### config.mk
export PLATFORM = sky130hd
export DESIGN_NAME = booth_r4_mult_seq
export DESIGN_NICKNAME = d
export VERILOG_FILES = /design/src/rtl/booth_pkg.sv /design/src/rtl/booth_digit_enc.sv /design/src/rtl/booth_r4_mult_seq.sv
export SDC_FILE = /design/constraint.sdc
export NUM_CORES = 1
export LEC_CHECK = 0
export BUFFER_PORTS_ARGS = -buffer_cell sky130_fd_sc_hd__buf_2
export CAP_MARGIN = 20
export CORE_MARGIN = 4
export CORE_UTILIZATION = 54
export DETAILED_ROUTE_END_ITERATION = 10
export GPL_TIMING_DRIVEN = 0
export HOLD_SLACK_MARGIN = 0.1
export PLACE_DENSITY_LB_ADDON = 0.15
export REMOVE_ABC_BUFFERS = 1
export SYNTH_ARGS = -nofsm -noshare
export SYNTH_HDL_FRONTEND = slang
export SYNTH_HIERARCHICAL = 1
export SYNTH_SLANG_ARGS = --single-unit
### constraint.sdc
create_clock -name clk -period 22.1 [get_ports clk]
set_clock_uncertainty 0.1 [all_clocks]
set_input_delay 3.315 -clock clk [delete_from_list [all_inputs] [get_ports clk]]
set_output_delay 3.315 -clock clk [all_outputs]
set_load 0.01 [all_outputs]
### src/rtl/booth_pkg.sv
// Shared types and radix-4 Booth digit encoding constants for booth_r4_mult_seq.
package booth_pkg;

    typedef enum logic [1:0] {
        IDLE = 2'd0,
        BUSY = 2'd1,
        DONE = 2'd2
    } state_t;

    // Signed Booth digit as magnitude flags plus sign: value = (neg ? -1 : 1) * (two ? 2 : one ? 1 : 0)
    typedef struct packed {
        logic neg;
        logic one;
        logic two;
    } digit_t;

    localparam digit_t DIG_ZERO = 3'b000;
    localparam digit_t DIG_POS1 = 3'b010;
    localparam digit_t DIG_POS2 = 3'b001;
    localparam digit_t DIG_NEG1 = 3'b110;
    localparam digit_t DIG_NEG2 = 3'b101;

endpackage

### src/rtl/booth_digit_enc.sv
// Combinational radix-4 Booth recoder: triplet {b[2i+1], b[2i], b[2i-1]} -> signed digit flags.
module booth_digit_enc
    import booth_pkg::*;
(
    input  logic [2:0] triplet,
    output digit_t     digit_c
);

    always_comb begin
        digit_c = DIG_ZERO;
        case (triplet)
            3'b001, 3'b010: digit_c = DIG_POS1;
            3'b011:         digit_c = DIG_POS2;
            3'b100:         digit_c = DIG_NEG2;
            3'b101, 3'b110: digit_c = DIG_NEG1;
            default:        digit_c = DIG_ZERO;
        endcase
    end

endmodule

### src/rtl/booth_r4_mult_seq.sv
// Iterative signed radix-4 Booth multiplier, one digit per clock, valid/ready on both sides.
// Define BOOTH_MULT_ACC_EN to add the acc port and compute p = a*b + acc (MAC).
module booth_r4_mult_seq
    import booth_pkg::*;
#(
    parameter int unsigned WIDTH = 16
)
(
    input  logic                 clk,
    input  logic                 rst,
    input  logic                 in_valid,
    output logic                 in_ready,
    input  logic [WIDTH-1:0]     a,
    input  logic [WIDTH-1:0]     b,
`ifdef BOOTH_MULT_ACC_EN
    input  logic [2*WIDTH-1:0]   acc,
`endif
    output logic                 out_valid,
    input  logic                 out_ready,
    output logic [2*WIDTH-1:0]   p,
    output logic                 busy
);

    localparam int unsigned PW     = 2 * WIDTH;
    localparam int unsigned DIGITS = WIDTH / 2;
    localparam int unsigned CNT_W  = $clog2(DIGITS) + 1;

    state_t           state;
    logic [CNT_W-1:0] cnt;
    logic [PW-1:0]    a_ext;
    logic [WIDTH:0]   b_ext;
    logic [PW-1:0]    sum;

    logic [CNT_W:0]   tri_lsb;
    logic [2:0]       triplet;
    digit_t           digit_c;
    logic [PW-1:0]    a_sh;
    logic [PW-1:0]    pp;
    logic [PW-1:0]    sum_nxt;

    // b_ext[0] is the implicit b[-1]=0, so digit i reads b_ext[2i+2:2i]
    assign tri_lsb = {cnt, 1'b0};
    assign triplet = b_ext[tri_lsb +: 3];

    booth_digit_enc u_enc (
        .triplet (triplet),
        .digit_c (digit_c)
    );

    // Partial product d*a<<(2i), wrapping modulo 2^PW
    assign a_sh    = a_ext << tri_lsb;
    assign pp      = digit_c.two ? (a_sh << 1) : (digit_c.one ? a_sh : '0);
    assign sum_nxt = digit_c.neg ? (sum - pp) : (sum + pp);

    always_ff @(posedge clk or posedge rst) begin
        if (rst) begin
            state     <= IDLE;
            cnt       <= '0;
            a_ext     <= '0;
            b_ext     <= '0;
            sum       <= '0;
            p         <= '0;
            in_ready  <= 1'b1;
            out_valid <= 1'b0;
            busy      <= 1'b0;
        end else begin
            case (state)
                IDLE: begin
                    if (in_valid) begin
                        a_ext    <= PW'($signed(a));
                        b_ext    <= {b, 1'b0};
`ifdef BOOTH_MULT_ACC_EN
                        sum      <= acc;
`else
                        sum      <= '0;
`endif
                        cnt      <= '0;
                        state    <= BUSY;
                        in_ready <= 1'b0;
                        busy     <= 1'b1;
                    end
                end
                BUSY: begin
                    sum <= sum_nxt;
                    if (cnt == CNT_W'(DIGITS - 1)) begin
                        state     <= DONE;
                        busy      <= 1'b0;
                        out_valid <= 1'b1;
                        p         <= sum_nxt;
                    end else begin
                        cnt <= cnt + CNT_W'(1);
                    end
                end
                DONE: begin
                    if (out_ready) begin
                        state     <= IDLE;
                        out_valid <= 1'b0;
                        in_ready  <= 1'b1;
                    end
                end
                default: begin
                    state     <= IDLE;
                    in_ready  <= 1'b1;
                    out_valid <= 1'b0;
                    busy      <= 1'b0;
                end
            endcase
        end
    end

endmodule
==> flow_results.xml, run 1 <==
<?xml version="1.0" encoding="UTF-8"?>
<metrics>
  <group name="final_layout">
    <metric name="most_common_cell_after_layout_fill_and_taps_aside" unit="">sky130_fd_sc_hd__nand2_1</metric>
    <metric name="mostFrequentLayoutCells" unit="">182 x sky130_fd_sc_hd__nand2_1, 102 x sky130_fd_sc_hd__dfrtp_1, 99 x sky130_fd_sc_hd__o21ai_0</metric>
    <metric name="final_nets" unit="">1069</metric>
    <metric name="layout-drive-gt1-share" unit="%">13.3</metric>
    <metric name="post-route-cell-area" unit="mm^2">0.00885</metric>
    <metric name="final.fill_count" unit="">1343</metric>
    <metric name="syn2layout_area_growth" unit="%">10.9</metric>
    <metric name="insertedDiodeCount" unit="">0</metric>
  </group>
  <group name="critical_path">
    <metric name="worst_setup_path_endpoint" unit="">sum[29]</metric>
    <metric name="critical_path.max_fanout" unit="">48</metric>
    <metric name="r2r_setup_slack" unit="ps">13920</metric>
    <metric name="critical_path.slowest_cell" unit="">sky130_fd_sc_hd__dfrtp_2</metric>
    <metric name="crit_type" unit="">flop to flop</metric>
    <metric name="crit_cells" unit="">27</metric>
    <metric name="setup.worst_path.start" unit="">cnt[0]</metric>
    <metric name="kind_of_end_point_of_the_critical_path" unit="">flop</metric>
    <metric name="cp_bufs_invs" unit="">2</metric>
    <metric name="crit_arrival" unit="ps">8310</metric>
    <metric name="worstPathRequired" unit="ps">22230</metric>
    <metric name="r2r_start" unit="">cnt[0]</metric>
    <metric name="critical_path.reg2reg.endpoint" unit="">sum[29]</metric>
    <metric name="worst_stage_delay_on_the_critical_path" unit="ps">1000</metric>
    <metric name="critPathTopFamily" unit="">compound AO/OA/AOI/OAI gates</metric>
    <metric name="timing.critical_path.from_type" unit="">flop</metric>
    <metric name="worstRegToRegCells" unit="">27</metric>
  </group>
  <group name="cts">
    <metric name="clock_tree.htree_level_count" unit="">3</metric>
    <metric name="tritoncts_num_sinks" unit="">105</metric>
    <metric name="numCtsBuffers" unit="">9</metric>
    <metric name="post_cts.resized_instances" unit="">0</metric>
    <metric name="cts.clk_slew.worst_paths" unit="ps">70</metric>
    <metric name="clock_latency" unit="ps">360</metric>
    <metric name="postCtsHoldBufs" unit="">0</metric>
    <metric name="cts_max_path_bufs" unit="">2</metric>
    <metric name="cts_tree" unit="">done</metric>
    <metric name="post-cts-setup-buffers" unit="">0</metric>
    <metric name="clock-root-buffer" unit="">sky130_fd_sc_hd__clkbuf_16</metric>
  </group>
  <group name="logic_synthesis">
    <metric name="synth-async-reset-ratio" unit="%">100</metric>
    <metric name="number_of_flops_mapped_to_enable_cells_by_yosys" unit="">0</metric>
    <metric name="mappedNetlistArea" unit="mm^2">0.00798</metric>
    <metric name="post_synth.cell_area_avg" unit="um^2">8.22</metric>
    <metric name="yosys.cell_types.count" unit="">79</metric>
    <metric name="synth.yosys.warnings" unit="">6</metric>
    <metric name="post-synth-top-area-fraction" unit="%">32.6</metric>
    <metric name="ys_seq_elements" unit="">105</metric>
    <metric name="main_flop_type_after_synthesis" unit="">sky130_fd_sc_hd__dfrtp_1</metric>
    <metric name="synth.yosys.seq_area_share" unit="%">33.0</metric>
    <metric name="post-synth-top-area-cell" unit="">sky130_fd_sc_hd__dfrtp_1</metric>
    <metric name="synth.top_cells.by_area" unit="">sky130_fd_sc_hd__dfrtp_1 33%, sky130_fd_sc_hd__nand2_1 8.6%, sky130_fd_sc_hd__o21ai_0 6.3%</metric>
    <metric name="postSynthCellCount" unit="">970</metric>
  </group>
  <group name="floorplan">
    <metric name="top_level_ports" unit="">71</metric>
    <metric name="die_h" unit="um">130</metric>
    <metric name="fp.dieW" unit="um">130</metric>
    <metric name="fp.coreArea" unit="mm^2">0.0145</metric>
    <metric name="design.die.area" unit="mm^2">0.0168</metric>
    <metric name="initial_utilization" unit="%">55.1</metric>
    <metric name="rows" unit="">44</metric>
  </group>
  <group name="place">
    <metric name="place.gp.congestion" unit="">0.963</metric>
    <metric name="dp_hpwl" unit="um">14000</metric>
    <metric name="placed_cell_area" unit="mm^2">0.00848</metric>
    <metric name="port-buffer-count" unit="">70</metric>
  </group>
  <group name="timing">
    <metric name="final_max_slew_viol_count" unit="">0</metric>
    <metric name="rsz0062_at_grt" unit="">no</metric>
    <metric name="setup_viol" unit="">0</metric>
    <metric name="setup_tns" unit="ps">0</metric>
    <metric name="final_hold_viol_count" unit="">0</metric>
    <metric name="peak_freq" unit="GHz">0.122</metric>
    <metric name="relSlewSlack" unit="%">26.7</metric>
    <metric name="finalCritPeriodShare" unit="%">37.0</metric>
    <metric name="hold-worst-slack" unit="ps">371</metric>
    <metric name="min_period" unit="ps">8180</metric>
    <metric name="worst-slew-pin-transition" unit="ps">1100</metric>
  </group>
  <group name="routing">
    <metric name="final_antenna_net_count" unit="">0</metric>
    <metric name="routed_wirelength" unit="um">19100</metric>
    <metric name="remaining_drc_errors" unit="">0</metric>
    <metric name="detail_route.first_pass.iterations" unit="">7</metric>
    <metric name="detail_route.iter0.violations" unit="">605</metric>
    <metric name="drt-wirelength-per-cell" unit="um">16.1</metric>
    <metric name="num_vias" unit="">7018</metric>
    <metric name="post_drt_via_cell_ratio" unit="">5.91</metric>
  </group>
  <group name="hold_path">
    <metric name="hold_path_class" unit="">flop to flop</metric>
    <metric name="holdPathStages" unit="">2</metric>
  </group>
  <group name="global_routing">
    <metric name="grt_use_total" unit="%">23.7</metric>
    <metric name="grt_pass1_vias" unit="">6476</metric>
    <metric name="grt_antenna_before_repair" unit="">0</metric>
    <metric name="wire_length_of_the_first_global_routing_pass" unit="um">32600</metric>
    <metric name="grt_start_max_net_pins" unit="">57</metric>
    <metric name="global_route.overflow_total" unit="">0</metric>
  </group>
  <group name="run_status">
    <metric name="run_status" unit="">completed</metric>
  </group>
  <group name="run">
    <metric name="cap_viol_max_count" unit="">0</metric>
  </group>
</metrics>
logic make-up (layout without fill, tap and decap cells):
family,count (synthesis),count (layout),synth area share [%]
mux,45,45,7.65
flops,105,105,33.0
xor+xnor,62,62,6.81
fa+ha+maj,34,34,5.43
simple gates,356,356,21.1
compound gates,285,285,21.9
buf+inv,83,117,4.17
cell usage after synthesis (all sizes together), types with 3 or more instances:
| library cell | number |
|---|---|
| nor3 | 14 |
| ha | 33 |
| mux2 | 8 |
| nand3 | 43 |
| and3 | 5 |
| o31ai | 3 |
| o31a | 4 |
| a211oi | 4 |
| a22oi | 9 |
| nand3b | 6 |
| o211ai | 5 |
| o21bai | 7 |
| a221o | 4 |
| nor2b | 14 |
| dfrtp | 104 |
| o21ai | 102 |
| a21o | 12 |
| a31oi | 10 |
| clkbuf | 48 |
| o22ai | 15 |
| a22o | 3 |
| a21boi | 3 |
| xor2 | 30 |
| nand4 | 5 |
| mux4 | 12 |
| nor2 | 46 |
| a21oi | 67 |
| o22a | 3 |
| nand2b | 15 |
| and2 | 5 |
| inv | 23 |
| nor3b | 3 |
| o21a | 8 |
| o221ai | 4 |
| or3b | 5 |
| buf | 12 |
| nand2 | 182 |
| mux2i | 25 |
| xnor2 | 32 |
registers in the layout, indices dropped and copies added, names as in the netlist:
| name | cells |
|---|---|
| p | 32 |
| b_ext | 16 |
| state | 2 |
| sum | 32 |
| busy | 1 |
| cnt | 4 |
| a_ext | 16 |
| out_valid | 1 |
| in_ready | 1 |
worst min-delay path by stage:
stage                    from  slack (ps)   endpoint
floorplan           b_ext[13]         340  b_ext[13]
global placement    b_ext[15]         360  b_ext[15]
detailed placement  b_ext[13]         360  b_ext[13]
CTS                     p[18]         380      p[18]
global route            p[29]         390      p[29]
finish                  p[29]         370      p[29]
per-layer routing:
layer  GRT usage, %  up-vias  part of all wire (%)
li1               -     3548                     -
met3           3.09       34                   4.5
met4           9.11        0                   2.5
met1           35.4     3240                    49
met2           35.2      196                    44
met5              0        -                     0
metrics by stage:
step	util, %	instances	setup slack [ps]
final	61.1	1188	13920
after global routing	61.1	1188	13100
after CTS	61.1	1187	13950
after detailed placement	58.6	1171	14040
after global placement	57.4	1164	11890
after floorplan	-	910	13880
layout make-up:
type | count | area [um^2] | share of cell area, %
Tap cell | 184 | 230 | 2.60
Sequential cell | 105 | 2630 | 29.7
Multi-Input combinational cell | 782 | 5030 | 56.9
Timing Repair Buffer | 78 | 508 | 5.74
Clock inverter | 6 | 130 | 1.47
Clock buffer | 10 | 229 | 2.59
Inverter | 23 | 88.8 | 1.00
tightest hold or removal path: cells and delay by family, from the launching register on:
kind	cells	cell delay [ps]
DFF	1	340
and+or+nand+nor	1	40
AOI/OAI and AO/OA	1	50
Power of run 1 is left out: the tool's default activity adds up to more than one toggle a clock period on the data nets, which glitch-free logic cannot reach.
==> run 2, diff against run 1 <==
==> constraint.sdc (replaced) <==
create_clock -name clk -period 7.9 [get_ports clk]
set_clock_uncertainty 0.1 [all_clocks]
set_input_delay 1.185 -clock clk [delete_from_list [all_inputs] [get_ports clk]]
set_output_delay 1.185 -clock clk [all_outputs]
set_load 0.01 [all_outputs]
==> run 2 against run 1 <==
Compared with the run above: critical path depth unchanged; sequential share of layout area fell by 0.25 points; maximum frequency rose by 12%; cell area up 1.1%; worst hold slack is essentially flat; clock-buffer cell count stayed put; first-iteration DRC count fell by 0.83%; via count up 0.53%; setup slack lost 13000 ps; core utilization grew 0.67 points; critical endpoint unchanged; largest cell class unchanged.
==> flow_results.xml, run 2 (same netlist as run 1, synthesis figures left out) <==
<?xml version="1.0" encoding="UTF-8"?>
<metrics>
  <group name="timing">
    <metric name="min_period" unit="ps">7300</metric>
    <metric name="final_hold_viol_count" unit="">0</metric>
    <metric name="rsz0062_at_grt" unit="">no</metric>
    <metric name="hold-worst-slack" unit="ps">371</metric>
    <metric name="relSlewSlack" unit="%">26.6</metric>
    <metric name="setup_viol" unit="">0</metric>
    <metric name="final_max_slew_viol_count" unit="">0</metric>
    <metric name="peak_freq" unit="GHz">0.137</metric>
    <metric name="finalCritPeriodShare" unit="%">92.4</metric>
    <metric name="worst-slew-pin-transition" unit="ps">1100</metric>
  </group>
  <group name="critical_path">
    <metric name="timing.critical_path.from_type" unit="">flop</metric>
    <metric name="worstPathRequired" unit="ps">8030</metric>
    <metric name="crit_type" unit="">flop to flop</metric>
    <metric name="critical_path.max_fanout" unit="">15</metric>
    <metric name="kind_of_end_point_of_the_critical_path" unit="">flop</metric>
    <metric name="crit_arrival" unit="ps">7430</metric>
  </group>
  <group name="cts">
    <metric name="cts_max_path_bufs" unit="">2</metric>
    <metric name="clock_latency" unit="ps">360</metric>
    <metric name="cts.clk_slew.worst_paths" unit="ps">70</metric>
    <metric name="cts_tree" unit="">done</metric>
    <metric name="clock_tree.htree_level_count" unit="">3</metric>
    <metric name="clock-root-buffer" unit="">sky130_fd_sc_hd__clkbuf_16</metric>
    <metric name="tritoncts_num_sinks" unit="">105</metric>
    <metric name="numCtsBuffers" unit="">9</metric>
    <metric name="postCtsHoldBufs" unit="">0</metric>
  </group>
  <group name="routing">
    <metric name="detail_route.iter0.violations" unit="">600</metric>
    <metric name="detail_route.first_pass.iterations" unit="">5</metric>
    <metric name="post_drt_via_cell_ratio" unit="">5.91</metric>
    <metric name="drt-wirelength-per-cell" unit="um">16.2</metric>
    <metric name="num_vias" unit="">7055</metric>
    <metric name="final_antenna_net_count" unit="">0</metric>
    <metric name="remaining_drc_errors" unit="">0</metric>
    <metric name="routed_wirelength" unit="um">19300</metric>
  </group>
  <group name="final_layout">
    <metric name="mostFrequentLayoutCells" unit="">182 x sky130_fd_sc_hd__nand2_1, 101 x sky130_fd_sc_hd__dfrtp_1, 99 x sky130_fd_sc_hd__o21ai_0</metric>
    <metric name="layout-drive-gt1-share" unit="%">14.5</metric>
    <metric name="final_nets" unit="">1075</metric>
    <metric name="reg.largest.list" unit="">p x32, sum x32</metric>
    <metric name="syn2layout_area_growth" unit="%">12.1</metric>
    <metric name="post-route-cell-area" unit="mm^2">0.00895</metric>
    <metric name="insertedDiodeCount" unit="">0</metric>
    <metric name="most_common_cell_after_layout_fill_and_taps_aside" unit="">sky130_fd_sc_hd__nand2_1</metric>
  </group>
  <group name="place">
    <metric name="place.gp.congestion" unit="">0.963</metric>
    <metric name="placed_cell_area" unit="mm^2">0.00848</metric>
    <metric name="port-buffer-count" unit="">70</metric>
    <metric name="dp_hpwl" unit="um">14000</metric>
  </group>
  <group name="run_status">
    <metric name="run_status" unit="">completed</metric>
  </group>
  <group name="global_routing">
    <metric name="global_route.overflow_total" unit="">0</metric>
    <metric name="grt_start_max_net_pins" unit="">57</metric>
    <metric name="grt_use_total" unit="%">23.7</metric>
    <metric name="wire_length_of_the_first_global_routing_pass" unit="um">32600</metric>
    <metric name="grt_antenna_before_repair" unit="">0</metric>
    <metric name="grt_pass1_vias" unit="">6476</metric>
  </group>
  <group name="hold_path">
    <metric name="hold_path_class" unit="">flop to flop</metric>
  </group>
  <group name="floorplan">
    <metric name="fp.dieW" unit="um">130</metric>
    <metric name="initial_utilization" unit="%">55.1</metric>
    <metric name="fp.coreArea" unit="mm^2">0.0145</metric>
    <metric name="die_h" unit="um">130</metric>
    <metric name="rows" unit="">44</metric>
    <metric name="design.die.area" unit="mm^2">0.0168</metric>
    <metric name="top_level_ports" unit="">71</metric>
  </group>
  <group name="run">
    <metric name="cap_viol_max_count" unit="">0</metric>
  </group>
</metrics>
-- run 2: final cells by class --
class | instances | area [um^2]
repair buffers | 83 | 566
well taps | 184 | 230
clock buffers | 10 | 229
inverters | 23 | 96.3
clock inverters | 6 | 130
fillers | 1325 | 5530
multi-input cells | 783 | 5060
flip-flops and latches | 105 | 2640
-- run 2: layer usage --
layer / up-vias / GRT usage [%] / part of all wire (%)
li1: 3561 / - / -
met1: 3275 / 35.4 / 49
met2: 191 / 35.2 / 44
met3: 28 / 3.09 / 4.8
met4: 0 / 9.11 / 2.3
met5: - / 0 / 0
-- run 2: worst max-delay path, cell delays in order (launching register included) --
cell and delay, ps:
sky130_fd_sc_hd__dfrtp_1 770, sky130_fd_sc_hd__nor2b_2 570, sky130_fd_sc_hd__a22o_1 280, sky130_fd_sc_hd__or3b_1 240, sky130_fd_sc_hd__o21ai_4 160, sky130_fd_sc_hd__nand2b_1 410, sky130_fd_sc_hd__nor2_1 200, sky130_fd_sc_hd__a22oi_1 290
sky130_fd_sc_hd__ha_1 210, sky130_fd_sc_hd__inv_1 40, sky130_fd_sc_hd__a211oi_1 300, sky130_fd_sc_hd__nand2_1 130, sky130_fd_sc_hd__or4_4 480, sky130_fd_sc_hd__nor4_4 300, sky130_fd_sc_hd__nand2_1 100, sky130_fd_sc_hd__inv_2 60
sky130_fd_sc_hd__nor2_1 40, sky130_fd_sc_hd__xor2_1 210, sky130_fd_sc_hd__ha_1 360, sky130_fd_sc_hd__a21o_1 180, sky130_fd_sc_hd__a21o_1 170, sky130_fd_sc_hd__a221o_1 280, sky130_fd_sc_hd__a31oi_1 300, sky130_fd_sc_hd__o21a_1 230
sky130_fd_sc_hd__o21a_1 210, sky130_fd_sc_hd__o21ai_0 150, sky130_fd_sc_hd__xnor2_1 250, sky130_fd_sc_hd__o21ai_0 120
-- run 2: worst paths after layout --
kind,startpoint,to,slack [ps],cells past startpoint
min,p[29],p[29],370,2
max reg2reg,cnt[2],sum[29],600,27
max,cnt[2],sum[29],600,27
min reg2reg,p[29],p[29],370,2
min in group asynchronous,rst,sum[9],810,2
max in group asynchronous,rst,in_ready,6150,3
-- run 2: repair_timing --
item / 4_1_cts / 5_1_grt
gates cloned: 0 / 1
pin swaps: 0 / 1
buffers inserted: 0 / 5
resized for setup: 1 / 8
setup endpoints to repair: 7 / 24
hold endpoints to repair: 0 / 0
-- run 2: per-stage QoR --
step	util [%]	cells	worst slack (ps)	setup TNS, ps
2_1_floorplan	-	910	-315	-2260
3_3_place_gp	57.4	1164	-2310	-87930
3_5_place_dp	58.6	1171	-164	-705
4_1_cts	61.1	1187	48.2	0
5_1_grt	61.8	1194	76.9	0
6_report	61.8	1194	597	0
Power of run 2 is left out for the same reason.
